$ cat src/rtl/xor_share_arb.sv
`default_nettype none
// ============================================================================
// Module   : xor_share_arb
// Brief    : One registered XOR datapath shared by two valid/ready requesters
//            through a round-robin arbiter, with a tagged single-entry output
//            register and per-channel completion counters.
// Revision : 1.0
// ============================================================================
module xor_share_arb #(
    parameter int WIDTH = 8,
    parameter int CNT_W = 8
) (
    input  logic             clk,
    input  logic             rst,
    input  logic             req0_valid,
    input  logic [WIDTH-1:0] req0_a,
    input  logic [WIDTH-1:0] req0_b,
    output logic             req0_ready,
    input  logic             req1_valid,
    input  logic [WIDTH-1:0] req1_a,
    input  logic [WIDTH-1:0] req1_b,
    output logic             req1_ready,
    output logic             out_valid,
    input  logic             out_ready,
    output logic [WIDTH-1:0] out_o,
    output logic             out_id,
    output logic             out_par,
    output logic [CNT_W-1:0] done_cnt0,
    output logic [CNT_W-1:0] done_cnt1
);

    localparam logic [CNT_W-1:0] C_CNT_ONE = CNT_W'(1);

    logic             w_slot_free;
    logic             w_grant0;
    logic             w_grant1;
    logic             w_take;
    logic [WIDTH-1:0] w_xor;

    logic             r_out_valid_q, w_out_valid_d;
    logic [WIDTH-1:0] r_out_o_q,     w_out_o_d;
    logic             r_out_id_q,    w_out_id_d;
    logic             r_out_par_q,   w_out_par_d;
    logic             r_last_grant_q, w_last_grant_d;
    logic [CNT_W-1:0] r_done_cnt0_q, w_done_cnt0_d;
    logic [CNT_W-1:0] r_done_cnt1_q, w_done_cnt1_d;

    // On contention the channel that did not win last time is served.
    assign w_slot_free = !r_out_valid_q || out_ready;
    assign w_grant0    = !rst && w_slot_free && req0_valid && (!req1_valid ||  r_last_grant_q);
    assign w_grant1    = !rst && w_slot_free && req1_valid && (!req0_valid || !r_last_grant_q);
    assign w_take      = r_out_valid_q && out_ready;
    assign w_xor       = w_grant1 ? (req1_a ^ req1_b) : (req0_a ^ req0_b);

    always_comb begin
        w_out_valid_d  = r_out_valid_q;
        w_out_o_d      = r_out_o_q;
        w_out_id_d     = r_out_id_q;
        w_out_par_d    = r_out_par_q;
        w_last_grant_d = r_last_grant_q;
        w_done_cnt0_d  = r_done_cnt0_q;
        w_done_cnt1_d  = r_done_cnt1_q;

        // The drained result is counted even when a new grant refills the slot.
        if (w_take) begin
            if (r_out_id_q) begin
                w_done_cnt1_d = r_done_cnt1_q + C_CNT_ONE;
            end else begin
                w_done_cnt0_d = r_done_cnt0_q + C_CNT_ONE;
            end
        end

        if (w_grant0 || w_grant1) begin
            w_out_valid_d  = 1'b1;
            w_out_o_d      = w_xor;
            w_out_id_d     = w_grant1;
            w_out_par_d    = ^w_xor;
            w_last_grant_d = w_grant1;
        end else if (w_take) begin
            w_out_valid_d  = 1'b0;
        end
    end

    always_ff @(posedge clk) begin
        if (rst) begin
            r_out_valid_q  <= 1'b0;
            r_out_o_q      <= '0;
            r_out_id_q     <= 1'b0;
            r_out_par_q    <= 1'b0;
            r_last_grant_q <= 1'b1;
            r_done_cnt0_q  <= '0;
            r_done_cnt1_q  <= '0;
        end else begin
            r_out_valid_q  <= w_out_valid_d;
            r_out_o_q      <= w_out_o_d;
            r_out_id_q     <= w_out_id_d;
            r_out_par_q    <= w_out_par_d;
            r_last_grant_q <= w_last_grant_d;
            r_done_cnt0_q  <= w_done_cnt0_d;
            r_done_cnt1_q  <= w_done_cnt1_d;
        end
    end

    assign req0_ready = w_grant0;
    assign req1_ready = w_grant1;
    assign out_valid  = r_out_valid_q;
    assign out_o      = r_out_o_q;
    assign out_id     = r_out_id_q;
    assign out_par    = r_out_par_q;
    assign done_cnt0  = r_done_cnt0_q;
    assign done_cnt1  = r_done_cnt1_q;

endmodule
`default_nettype wire

$ cat config.mk
export PLATFORM = sky130hd
export DESIGN_NAME = xor_share_arb
export DESIGN_NICKNAME = d
export VERILOG_FILES = /design/src/rtl/xor_share_arb.sv
export SDC_FILE = /design/constraint.sdc
export NUM_CORES = 1
export LEC_CHECK = 0
export ABC_AREA = 1
export BUFFER_PORTS_ARGS = -buffer_cell sky130_fd_sc_hd__buf_2
export CORE_AREA = 2 2 64 81
export DETAILED_ROUTE_END_ITERATION = 10
export DIE_AREA = 0 0 66 83
export GPL_ROUTABILITY_DRIVEN = 0
export PLACE_DENSITY = 0.69
export SKIP_CTS_REPAIR_TIMING = 1
export SLEW_MARGIN = 20
export SYNTH_ARGS = -nofsm -noshare
export SYNTH_HDL_FRONTEND = slang
export SYNTH_SLANG_ARGS = --single-unit
$ cat constraint.sdc
create_clock -name clk -period 1.5 [get_ports clk]
set_clock_uncertainty 0.15 [all_clocks]
set_input_delay 0.225 -clock clk [delete_from_list [all_inputs] [get_ports clk]]
set_output_delay 0.225 -clock clk [all_outputs]
set_load 0.05 [all_outputs]
Yosys cells after proc, flatten, opt, wreduce, memory -nomap -nowiden
Index checks and enable logic that the tools add are counted.

Add/subtract/negate cells: 2. Multiplexer cells: 3. Bitwise gates (word level): 3. Reductions and logical operators: 19.

Operators with widths (number): adder 8 x 1 -> 8 bit (second input constant) (2); XOR 8 bit (2); two-way mux 8 bit (1); parity 8 bit (1); logical AND 1 bit (6); logical NOT 1 bit (5); logical OR 1 bit (4); AND reduction 2 bit (2); two-way mux 1 bit (2); nonzero test 2 bit (1); inverter 1 bit (1).

Register bits after elaboration: 28. Input port bits: 37. Output and inout bits: 29. Word-level logic and storage cells: 34.

Depth between registers and ports, before layout
Depth after elaboration: 7. Gate-level depth with buffers: 16. Gate-level depth less buffers: 15.

Worst setup path after synthesis
Ideal clock, no wire load.

Path type: flip-flop to flip-flop. Start: register r_out_valid_q (netlist: out_valid). End: register r_out_o_q[6] (netlist: out_o[6]). Setup time: 0.122 ns. Arrival time: 1.750 ns. Data required time: 1.228 ns. Path slack: -0.522 ns. Cell stages (with the launch flop): 9. Buffers on the path: 1. Period minus slack after synthesis: 2.022 ns. Cells stage by stage: dfxtp_1 > nand2_2 > nand4_1 > inv_1 > nor2_1 > inv_2 > buf_2 > o21ai_1 > a21oi_1.

Longest elaborated chain between the ends: 6. Elaborated cells on any way between the ends: 9. Classes of those cells: mux (1); reduce/logical (8).

RTL lines: from (decl) (RTL line 40) `logic r_out_valid_q, w_out_valid_d;`; from (signal assigned) (RTL line 94) `r_out_valid_q <= w_out_valid_d;`; logical NOT 1 bit (RTL line 49) `assign w_slot_free = !r_out_valid_q || out_ready;`; logical OR 1 bit (RTL line 49); logical AND 1 bit (3 in series) (RTL line 50) `assign w_grant0 = !rst && w_slot_free && req0_valid && (!req1_valid || r_last_grant_q);`; net req0_ready (RTL line 18) `output logic req0_ready,`; logical OR 1 bit (RTL line 73) `if (w_grant0 || w_grant1) begin`; to (signal assigned) (RTL line 95) `r_out_o_q <= w_out_o_d;`; to (decl) (RTL line 41) `logic [WIDTH-1:0] r_out_o_q, w_out_o_d;`.

The timed path passes the listed nets, and every way through them passes these cells. A chain may end at the register's enable or synchronous reset.

Final worst setup path
Start: register r_last_grant_q. End: output port req0_ready.

Longest elaborated chain between the ends: 2.

RTL lines: from (decl) (RTL line 44) `logic r_last_grant_q, w_last_grant_d;`; from (signal assigned) (RTL line 98) `r_last_grant_q <= w_last_grant_d;`; logical OR 1 bit (RTL line 50); logical AND 1 bit (RTL line 50); to (decl) (RTL line 18).

Every way passes these cells.

==> results.sh <==
export IMPL_netlist_area_um2=1750
export IMPL_cts_buffers=3
export IMPL_rsz0062_at_grt="true"
export IMPL_grt_overflow=0
export IMPL_slowest_delay_ps=350
export IMPL_outcome="finished, violations left"
export IMPL_synthTopCellsByCount="nand2_1, inv_1, dfxtp_1"
export IMPL_max_cap_viol_count=0
export IMPL_antenna_found_initial=0
export IMPL_setup_viol=12
export IMPL_finalCriticalPeriod_ps=1700
export IMPL_worstSetupEndpointType="output pin"
export IMPL_cpMaxStageDelayCell="dfxtp_2"
export IMPL_yosysTopAreaCell="dfxtp_1"
export IMPL_startpoint_type="flip-flop"
export IMPL_drt_total_wl_mm=4.35
export IMPL_ant_nets=0
export IMPL_async_reset_ff_share_pct=0
export IMPL_fillers=471
export IMPL_ys_flop_type="dfxtp_1"
export IMPL_reg2reg_depth=14
export IMPL_wl_per_cell_um=9.83
export IMPL_slew_headroom_pct=83.0
export IMPL_area_delta_synth_final_pct=56.2
export IMPL_worst_r2r_endpoint="out_par$_SDFFE_PP0P_"
export IMPL_drc_errors=0
export IMPL_htree_levels=1
export IMPL_fin_nets=423
export IMPL_synth_most_common_cell="nand2_1"
export IMPL_antenna_cells=0
export IMPL_synth_area_top_cells="dfxtp_1, nand2_1, inv_1"
export IMPL_grt_pass1_wl_mm=6.71
export IMPL_hold_path_cell_count=4
export IMPL_grt_pass1_vias=1729
export IMPL_drv_slew=0
export IMPL_num_rows=28
export IMPL_fin_area_um2=2730
export IMPL_yosysSeqAreaShare_pct=32.0
export IMPL_r2r_slack_ps=-160
export IMPL_synth_distinct_cells=30
export IMPL_dr_total_vias=2007
export IMPL_crit_path_end="req0_ready"
export IMPL_viasPerCell=4.53
export IMPL_crit_fanout=3
export IMPL_die_area_um2=5480
export IMPL_grt_max_degree=20
export IMPL_power_mw=2.03
export IMPL_ys_ff_latch=28
export IMPL_dp_hpwl_mm=3.21
export IMPL_syn_area_per_cell_um2=6.20
export IMPL_track_usage_pct=14.8
export IMPL_drive_gt1_share_pct=46.2
export IMPL_crit_type="flip-flop to output pin"
export IMPL_leakage_nw=1.45
export IMPL_portBuffers=65
export IMPL_r2r_start="r_last_grant_q$_SDFFE_PP1P_"
export IMPL_die_h_um=83
export IMPL_post_route_period_util_pct=113
export IMPL_hold_viol_final=0
export IMPL_p_per_area_nw_per_um2=742
export IMPL_core_area_um2=4690
export IMPL_cts_sinks=28
export IMPL_hold_path_class="primary input to flip-flop"
export IMPL_worstPathArrival_ps=1320
export IMPL_cts_tree="yes"
export IMPL_worst_slew_pin_slew_ps=257
export IMPL_synth_edf_count=0
export IMPL_placed_area_um2=2370
export IMPL_ys_warn_count=0
export IMPL_clock_latency_ps=270
export IMPL_ir_drop_mv=0.394
export IMPL_setup_slack_ps=-197
export IMPL_first_iter_violations=84
export IMPL_clock_fmax_mhz=589
export IMPL_io_pins=66
export IMPL_synthesis_nets=321
export IMPL_clk_pin_slew_ps=90
export IMPL_die_w_um=66
export IMPL_clock_path_buffers=2
export IMPL_dr_pass1_iters=4
export IMPL_path_cells="inv_1 > nand2_1 > nand4_1 > clkinvlp_4 > buf_4 > buf_6"
export IMPL_synth_top_area_share_pct=32.0
export IMPL_root_buffer="clkbuf_8"
export IMPL_violations="setup timing"
export IMPL_cp_startpoint="r_last_grant_q$_SDFFE_PP1P_"
export IMPL_initial_core_util_pct=37.3
export IMPL_synthCells=282
export IMPL_cp_required_ps=1120
## power breakdown
group          switching [mW]  internal [mW]  leakage, nW
clock network           0.225          0.235       0.0288
logic                   0.464          0.295         1.19
registers              0.0292          0.781        0.232
## critical path: cells and delay by family (launching register included)
family / cells / cell delay (ps)
DFF: 1 / 350
and+or+nand+nor: 2 / 190
buffers and inverters: 4 / 510
## layout make-up
| class | count | area, um2 | share of cell area (%) |
|---|---|---|---|
| inverters | 51 | 205 | 7.51 |
| multi-input cells | 200 | 1210 | 44.2 |
| flip-flops and latches | 28 | 577 | 21.1 |
| repair buffers | 100 | 612 | 22.4 |
| well taps | 60 | 75.1 | 2.75 |
| clock buffers | 4 | 55.1 | 2.01 |
## state kept, by name, summed over array words and instances (netlist names)
name,cells
out_o,8
done_cnt0,8
r_last_grant_q,1
done_cnt1,8
out_valid,1
out_par,1
out_id,1
## cells in the final DEF, fill, tap and decap left out, types with 2 or more instances in the layout
cell type	instances
nand2_1	83
buf_2	63
inv_1	42
buf_4	32
nand2_2	22
dfxtp_1	19
a21oi_1	17
nor2_1	10
o21ai_1	10
xnor2_1	8
dfxtp_2	7
inv_2	6
o21ai_2	6
nor2_4	5
buf_6	5
nor2_2	4
clkbuf_8	4
nand2_8	3
nor3_4	3
o21ai_0	3
xor2_1	3
nand3_2	3
nand4_1	2
a21oi_2	2
o21a_1	2
nor3_2	2
ha_1	2
dfxtp_4	2
## cells by family after synthesis
family	after synthesis	share of synthesized area, %
buffers and inverters	57	13.7
adders and majority gates	2	1.43
xor gates and xnor gates	11	5.51
and+or+nand+nor	140	33.5
DFF	28	32.0
AOI/OAI and AO/OA	44	13.8
## worst min path at each step
| stage | start | end |
|---|---|---|
| 2_1_floorplan | rst | out_valid$_SDFFE_PP0P_ |
| 5_1_grt | rst | out_o[5]$_SDFFE_PP0P_ |
| 4_1_cts | out_ready | out_valid$_SDFFE_PP0P_ |
| 3_3_place_gp | done_cnt0[7]$_SDFFE_PP0P_ | done_cnt0[7]$_SDFFE_PP0P_ |
| 3_5_place_dp | done_cnt0[7]$_SDFFE_PP0P_ | done_cnt0[7]$_SDFFE_PP0P_ |
| 6_report | rst | out_o[5]$_SDFFE_PP0P_ |
## stage by stage
step	hold slack [ps]	util (%)	instances	TNS [ps]	setup slack [ps]
after detailed placement	300	50.5	429	-1170	-247
after CTS	131	51.6	433	-1060	-251
after global placement	296	50.5	429	-1010	-238
final	165	58.2	443	-1080	-197
after floorplan	260	-	282	-2460	-283
after global routing	185	58.2	443	-2550	-272
## layer usage
layer / vias up / GRT usage, % / part of all wire (%)
li1: 1070 / - / -
met1: 880 / 16.6 / 38
met2: 51 / 27.7 / 56
met3: 6 / 1.08 / 3.6
met4: 0 / 5.94 / 1.6
met5: - / 0 / 0
Power figures use the tool's default switching activity.
